===== src/rtl/settle_counter.sv =====
// Loadable down-counter with a zero flag; saturates at zero.
module settle_counter #(
    parameter int unsigned WIDTH = 2
) (
    input  logic             i_clk,
    input  logic             i_rst,
    input  logic             i_load,
    input  logic [WIDTH-1:0] i_load_val,
    input  logic             i_dec,
    output logic             o_zero
);
    logic [WIDTH-1:0] r_count;

    always_ff @(posedge i_clk) begin
        if (i_rst) begin
            r_count <= '0;
        end else if (i_load) begin
            r_count <= i_load_val;
        end else if (i_dec && (r_count != '0)) begin
            r_count <= r_count - 1'b1;
        end
    end

    assign o_zero = (r_count == '0);
endmodule


===== config.mk =====
export PLATFORM = sky130hd
export DESIGN_NAME = settle_counter
export DESIGN_NICKNAME = d
export VERILOG_FILES = /design/src/rtl/settle_counter.sv
export SDC_FILE = /design/constraint.sdc
export NUM_CORES = 1
export LEC_CHECK = 0
export ABC_AREA = 1
export ABC_CLOCK_PERIOD_IN_PS = 2700
export CAP_MARGIN = 20
export CORE_AREA = 3 3 40 42
export CTS_CLUSTER_DIAMETER = 120
export DETAILED_ROUTE_END_ITERATION = 16
export DIE_AREA = 0 0 43 45
export SLEW_MARGIN = 20
export SYNTH_ARGS = -nofsm -noshare
export SYNTH_HDL_FRONTEND = slang
export SYNTH_SLANG_ARGS = --single-unit

===== constraint.sdc =====
create_clock -name i_clk -period 2.7 [get_ports i_clk]
set_input_delay 0.405 -clock i_clk [delete_from_list [all_inputs] [get_ports i_clk]]
set_output_delay 0.405 -clock i_clk [all_outputs]
set_load 0.01 [all_outputs]

## After elaboration in Yosys (flattened, before gate mapping)

Index checks and enable logic that the tools add are counted.

| storage, ports and cells | value |
|---|---|
| register bits | 2 |

| cells by class | value |
|---|---|
| muxes and demuxes | 2 |
| add/sub/neg operators | 1 |
| reductions and logical operators | 4 |

Operators with widths:

| cell | number |
|---|---|
| $mux W2 | 2 |
| $reduce_bool A2 Y1 | 2 |
| $logic_not A2 Y1 | 1 |
| $sub A2 B1 Y2 const B | 1 |
| $logic_and A1 B1 Y1 | 1 |

## Longest topological paths before layout

Gate-level depths: netlist of run 1.

| logic depth | value |
|---|---|
| depth after elaboration | 4 |
| mapped depth | 8 |

## Worst setup path after synthesis of run 1

OpenSTA, ideal clock, no wires.

| timing | value |
|---|---|
| kind | reg2reg |
| from | reg r_count[0] |
| to | reg r_count[1] |
| arrival time | 0.931 ns |
| stages on the path, launching flop included | 9 |
| data required time | 2.589 ns |
| path slack | 1.658 ns |
| buffers on the path | 0 |
| cells stage by stage | dfxtp_1 inv_1 ha_1 inv_1 nand2_1 nand2_1 inv_1 nor2_1 nor2_1 |

| on the way | value |
|---|---|
| cells in the longest elaborated chain, start to end | 3 |

RTL lines:

| what | RTL line | RTL |
|---|---|---|
| from (decl) | 12 | `logic [WIDTH-1:0] r_count;` |
| from (signal assigned) | 18 | `r_count <= i_load_val;` |
| from (signal assigned) | 20 | `r_count <= r_count - 1'b1;` |
| $sub A2 B1 Y2 / $reduce_bool A2 Y1 (equally long branches) | 20, 19 |  |
| $mux W2 / $logic_and A1 B1 Y1 (equally long branches) | 19 | `end else if (i_dec && (r_count != '0)) begin` |
| $mux W2 / $reduce_bool A2 Y1 (equally long branches) | - |  |

Parallel ways exist; a longest one is shown, timed or not. The select of a mux whose other input is x is not followed.
A chain may end at the register's enable or synchronous reset.

## Worst setup path after layout of run 1

| timing | value |
|---|---|
| from | reg r_count[0] |
| to | out o_zero |

| on the way | value |
|---|---|
| cells in the longest elaborated chain, start to end | 1 |

RTL lines:

| what | RTL line | RTL |
|---|---|---|
| $logic_not A2 Y1 | 24 | `assign o_zero = (r_count == '0);` |
| to (decl) | 10 | `output logic o_zero` |

No other way between the ends.

==> results of run 1 <==
-- where the power goes --
group	switching, mW	internal (mW)
registers	0.00158	0.0331
clock network	0.0173	0.0491
logic	0.0143	0.0175
-- layout make-up --
cell class	instances	share of cell area, %
tap	15	7.77
inverter	7	10.9
clock buffer	3	9.33
timing repair buffer	6	24.9
sequential	2	16.6
multi-input combinational	16	30.6
-- routing by layer --
metal  routed length, µm  global-route usage, %  up-vias
met5                   0                      0        -
met4                   0                   7.23        0
met3                  15                   1.20        0
met2                 159                   5.39        3
met1                 114                   3.35       61
li1                    -                      -       89
-- cells in the final DEF, fill, tap and decap left out, drive strengths merged --
| cell type | instances |
|---|---|
| o21ai | 1 |
| nand2 | 9 |
| inv | 7 |
| nand3 | 1 |
| nor2 | 4 |
| clkbuf | 3 |
| dfxtp | 2 |
| clkdlybuf4s50 | 6 |
| ha | 1 |
-- critical path, cell delays in order (launching register included) --
cell and delay (ps):
dfxtp_1 340, inv_1 50, ha_1 200, clkdlybuf4s50_1 480
-- metrics by stage --
step                cells  worst slack (ps)  hold WS (ps)  utilization (%)
finish                 49              1000           526             18.8
global route           49               934           564             18.8
floorplan              25              1660           486                -
detailed placement     46              1220           526             17.0
global placement       46              1230           531             17.0
CTS                    49               974           533             18.8
-- worst paths after layout --
check | startpoint | endpoint
worst max register to register | r_count[0] | r_count[1]
worst max-delay path | r_count[0] | o_zero
worst min register to register | r_count[0] | r_count[0]
worst min-delay path | r_count[0] | r_count[0]
-- cells by family after synthesis --
| family | Yosys count | synth area share [%] |
|---|---|---|
| AO/OA/AOI/OAI | 1 | 3.57 |
| adder cells (fa/ha/maj) | 1 | 8.93 |
| buffers and inverters | 7 | 18.7 |
| flip-flops | 2 | 28.6 |
| AND/OR/NAND/NOR | 14 | 40.2 |
==> metrics.txt, run 1 <==
status=finished clean; Post-synth EDFFs=0; Max FO, Critical Path=3; fraction of layout cells with a size suffix above 1=14.7%; Final TNS setup=0 ps; drt pass-1 iters=2; worst slew pin tran=145 ps; CP arrival=1300 ps; Final nets=43; Post-DP HPWL=227 µm; Netlist cell types=9; wire per inst=5.92 µm; Sequential Area=40.0 µm²; sequential share of the synthesized area=28.6%; fin crit share=63.0%; syn nets=32; Fillers=152; Synth top cells by count=nand2_1, inv_1, nor2_1, dfxtp_1; Regs by FF count=r_count x2; cell area after synthesis=140 µm²; worst hold path depth=2; Detailed Route Iter0 Violations=1; leakage power=0.130 nW; setup slack, reg-to-reg=1630 ps; Worst setup EP type=output pin; cell taking the most area after synthesis=dfxtp_1; Yosys warnings=0; Max H-tree Level=1; setup violators final=0; top post-synthesis cells by area=dfxtp_1, nand2_1, inv_1; synth-to-layout area growth=72.3%; number of synthesized register bits=2; critical path type=reg2out; area of the multi-input gates=73.8 µm²; Rows=13; Final Cell Area=241 µm²; Root Driver=clkbuf_4; clk buf depth=2; R2R depth=8; I/O Buffers=6; Max Clock Freq=0.588 GHz; min Tclk post-route=1700 ps; ys async rst share=0%; TritonCTS Buffers=3; Initial Utilization=10.9%; core area=1280 µm²; clock latency on the worst-skew pair=220 ps; Peak supply drop=0.0756 mV; cts-stage hold buffer count=0; Most flops, register=r_count; RSZ-0062 raised after global routing=false; Yosys top cell area share=28.6%; DR vias=153; placer congestion estimate=0.618; startpoint types=flip-flop; gr usage total=3.90%; CTS tree=done; io pins=7; # DRC=0; Reg clk slew, reported paths=30 ps; Slew HR=90.2%; Placed Area=219 µm²; die height=45 µm; count leader, synth=nand2_1; die footprint=1940 µm²; syn avg cell area=5.61 µm²; P per Cell Area=550 nW/µm²; Final Power=0.133 mW; Post-CTS Setup Bufs=0; vias in the first global route=140; most used flip-flop cell after synthesis=dfxtp_1; HP Class=reg2reg; global route total overflow=0; WP data required=2300 ps; Setup Skew=1.15 ps; max reg flops=2; endpoints failing hold=0; Cells after Synth=25; fin. max-slew vios=0; Final ANT Viol Nets=0; # diodes=0; largest net degree at the start of global routing=5; post-DR vias/cell=3.12; clk sink count=2; Die X=43 µm; CTS resizes=0; first-pass GRT wire length=489 µm; max-cap violations=0; drt total wl=290 µm; initial antenna violation count=0
Note: power is estimated with default switching activity, not from simulation.
==> run 2, diff against run 1 <==
--- a/config.mk
+++ b/config.mk
@@ -6,7 +6,7 @@
 export NUM_CORES = 1
 export LEC_CHECK = 0
 export ABC_AREA = 1
-export ABC_CLOCK_PERIOD_IN_PS = 2700
+export ABC_CLOCK_PERIOD_IN_PS = 1530
 export CAP_MARGIN = 20
 export CORE_AREA = 3 3 40 42
 export CTS_CLUSTER_DIAMETER = 120
==> constraint.sdc (replaced) <==
create_clock -name i_clk -period 1.53 [get_ports i_clk]
set_input_delay 0.2295 -clock i_clk [delete_from_list [all_inputs] [get_ports i_clk]]
set_output_delay 0.2295 -clock i_clk [all_outputs]
set_load 0.01 [all_outputs]
==> run 2 against run 1 <==
  * Register-to-register slack lost 1200 ps
  * Core utilization shrank 0.097 points
  * Routed wire length shrank 5.5%
  * Critical path depth is the same
  * Count of clock-buffer cells in the layout is the same
  * Hold slack gained 9.8 ps
  * Final area shrank 0.52%
  * Sequential share of layout area grew 0.086 points
  * Sequential power grew 77%
  * Critical path type unchanged
  * Total power grew 71%
  * Largest cell class unchanged
  * Global-route usage shrank 0.17 points
  * First-iteration DRC count shrank 100%
==> metrics.txt, run 2 (same netlist as run 1, synthesis figures left out) <==
status=finished clean; Reg clk slew, reported paths=30 ps (about the same); gr usage total=3.74% (-0.17 points); endpoints failing hold=0 (unchanged); Hold WS=536 ps (+9.77 ps); Detailed Route Iter0 Violations=0 (-1); Worst setup EP type=output pin; WP data required=1300 ps (-1000 ps); vias in the first global route=133 (-5.0%); Max FO, Critical Path=3 (unchanged); drt total wl=274 µm (-5.5%); core area=1280 µm² (unchanged); Slew HR=89.8% (-0.42 points); I/O Buffers=6 (unchanged); worst slew pin tran=151 ps (+6.17 ps); setup violators final=0 (unchanged); global route total overflow=0 (unchanged); first-pass GRT wire length=455 µm (-7.0%); startpoint types=flip-flop; max-cap violations=0 (unchanged); fin crit share=86.9%; post-DR vias/cell=3.14 (+0.65%); Most flops, register=r_count; Final nets=43 (unchanged); wire per inst=5.59 µm (-5.5%); Final Non-Filler Cells=49 (unchanged); Regs by FF count=r_count x2; synth-to-layout area growth=71.4%; # diodes=0 (unchanged); leakage power=0.131 nW (+0.79%); placer congestion estimate=0.607 (-1.7%); Peak supply drop=0.132 mV (+75%); clock latency on the worst-skew pair=220 ps (about the same); Setup Skew=2.90 ps (+1.75 ps); drt pass-1 iters=1 (-1); dpl cells=46 (unchanged); critical path type=reg2out; RSZ-0062 raised after global routing=false; HP Class=reg2reg; Max Clock Freq=0.752 GHz; Final ANT Viol Nets=0 (unchanged); clk sink count=2 (unchanged); TritonCTS Buffers=3 (unchanged); Final Power=0.228 mW (+71%); DR vias=154 (+0.65%); initial antenna violation count=0 (unchanged); min Tclk post-route=1330 ps; CP arrival=1100 ps (-200 ps); io pins=7 (unchanged); Final TNS setup=0 ps (unchanged); # DRC=0 (unchanged); post-layout util=18.7% (-0.097 points); Post-DP HPWL=234 µm (+3.2%); Die X=43 µm (unchanged); most frequent cells in the layout=nand2_1, inv_1, clkdlybuf4s50_1; die height=45 µm (unchanged); largest net degree at the start of global routing=5 (unchanged); Max H-tree Level=1 (unchanged); fin. max-slew vios=0 (unchanged); clk buf depth=2 (unchanged); CTS tree=done; die footprint=1940 µm² (unchanged); max reg flops=2 (unchanged); fraction of layout cells with a size suffix above 1=14.7% (unchanged); commonest non-fill, non-tap cell in the layout=nand2_1; Initial Utilization=10.9% (unchanged); Root Driver=clkbuf_4; Rows=13 (unchanged); P per Cell Area=948 nW/µm² (+72%)
==> run 2: worst paths after layout <==
path / startpoint / endpoint / slack (ps) / cells past startpoint
min reg2reg: r_count[0] / r_count[0] / 540 / 2
max: r_count[0] / o_zero / 200 / 3
max reg2reg: r_count[0] / r_count[1] / 460 / 8
min: r_count[0] / r_count[0] / 540 / 2
==> run 2: routing by layer <==
| metal | global-route usage, % | vias to the layer above | part of all wire [%] |
|---|---|---|---|
| met2 | 5.39 | 3 | 59 |
| met4 | 7.23 | 0 | 0 |
| met1 | 2.63 | 61 | 34 |
| met5 | 0 | - | 0 |
| met3 | 1.59 | 0 | 7.3 |
| li1 | - | 90 | - |
==> run 2: timing repair <==
action,4_1_cts,5_1_grt
buffers inserted,0,0
endpoints found under the setup margin,1,0
resized for setup,1,0
hold buffers,0,0
==> run 2: where the power goes <==
part	switching [mW]	internal [mW]
combinational	0.0250	0.0282
clock	0.0270	0.0863
sequential	0.00283	0.0583
==> run 2: metrics by stage <==
stage,setup slack [ps],area (µm²)
2_1_floorplan,488,140
3_3_place_gp,267,219
3_5_place_dp,232,219
4_1_cts,185,240
5_1_grt,149,240
6_report,200,240
==> run 2: area by class of cell <==
class / count / area (µm²)
multi-input combinational: 16 / 73.8
sequential: 2 / 40.0
clock buffer: 3 / 22.5
timing repair buffer: 6 / 58.8
inverter: 7 / 26.3
tap: 15 / 18.8
fill: 152 / 1040
==> run 2: critical path, stage by stage (launching register included) <==
cell and delay (ps):
dfxtp_1 350, inv_1 50, ha_1 200, dlygate4sd2_1 280
==> run 3, diff against run 2 <==
--- a/config.mk
+++ b/config.mk
@@ -12,6 +12,7 @@
 export CTS_CLUSTER_DIAMETER = 120
 export DETAILED_ROUTE_END_ITERATION = 16
 export DIE_AREA = 0 0 43 45
+export REMOVE_ABC_BUFFERS = 1
 export SLEW_MARGIN = 20
 export SYNTH_ARGS = -nofsm -noshare
 export SYNTH_HDL_FRONTEND = slang
==> results of run 3 <==
The final DEF is identical to that of run 2; final timing and power are the same.
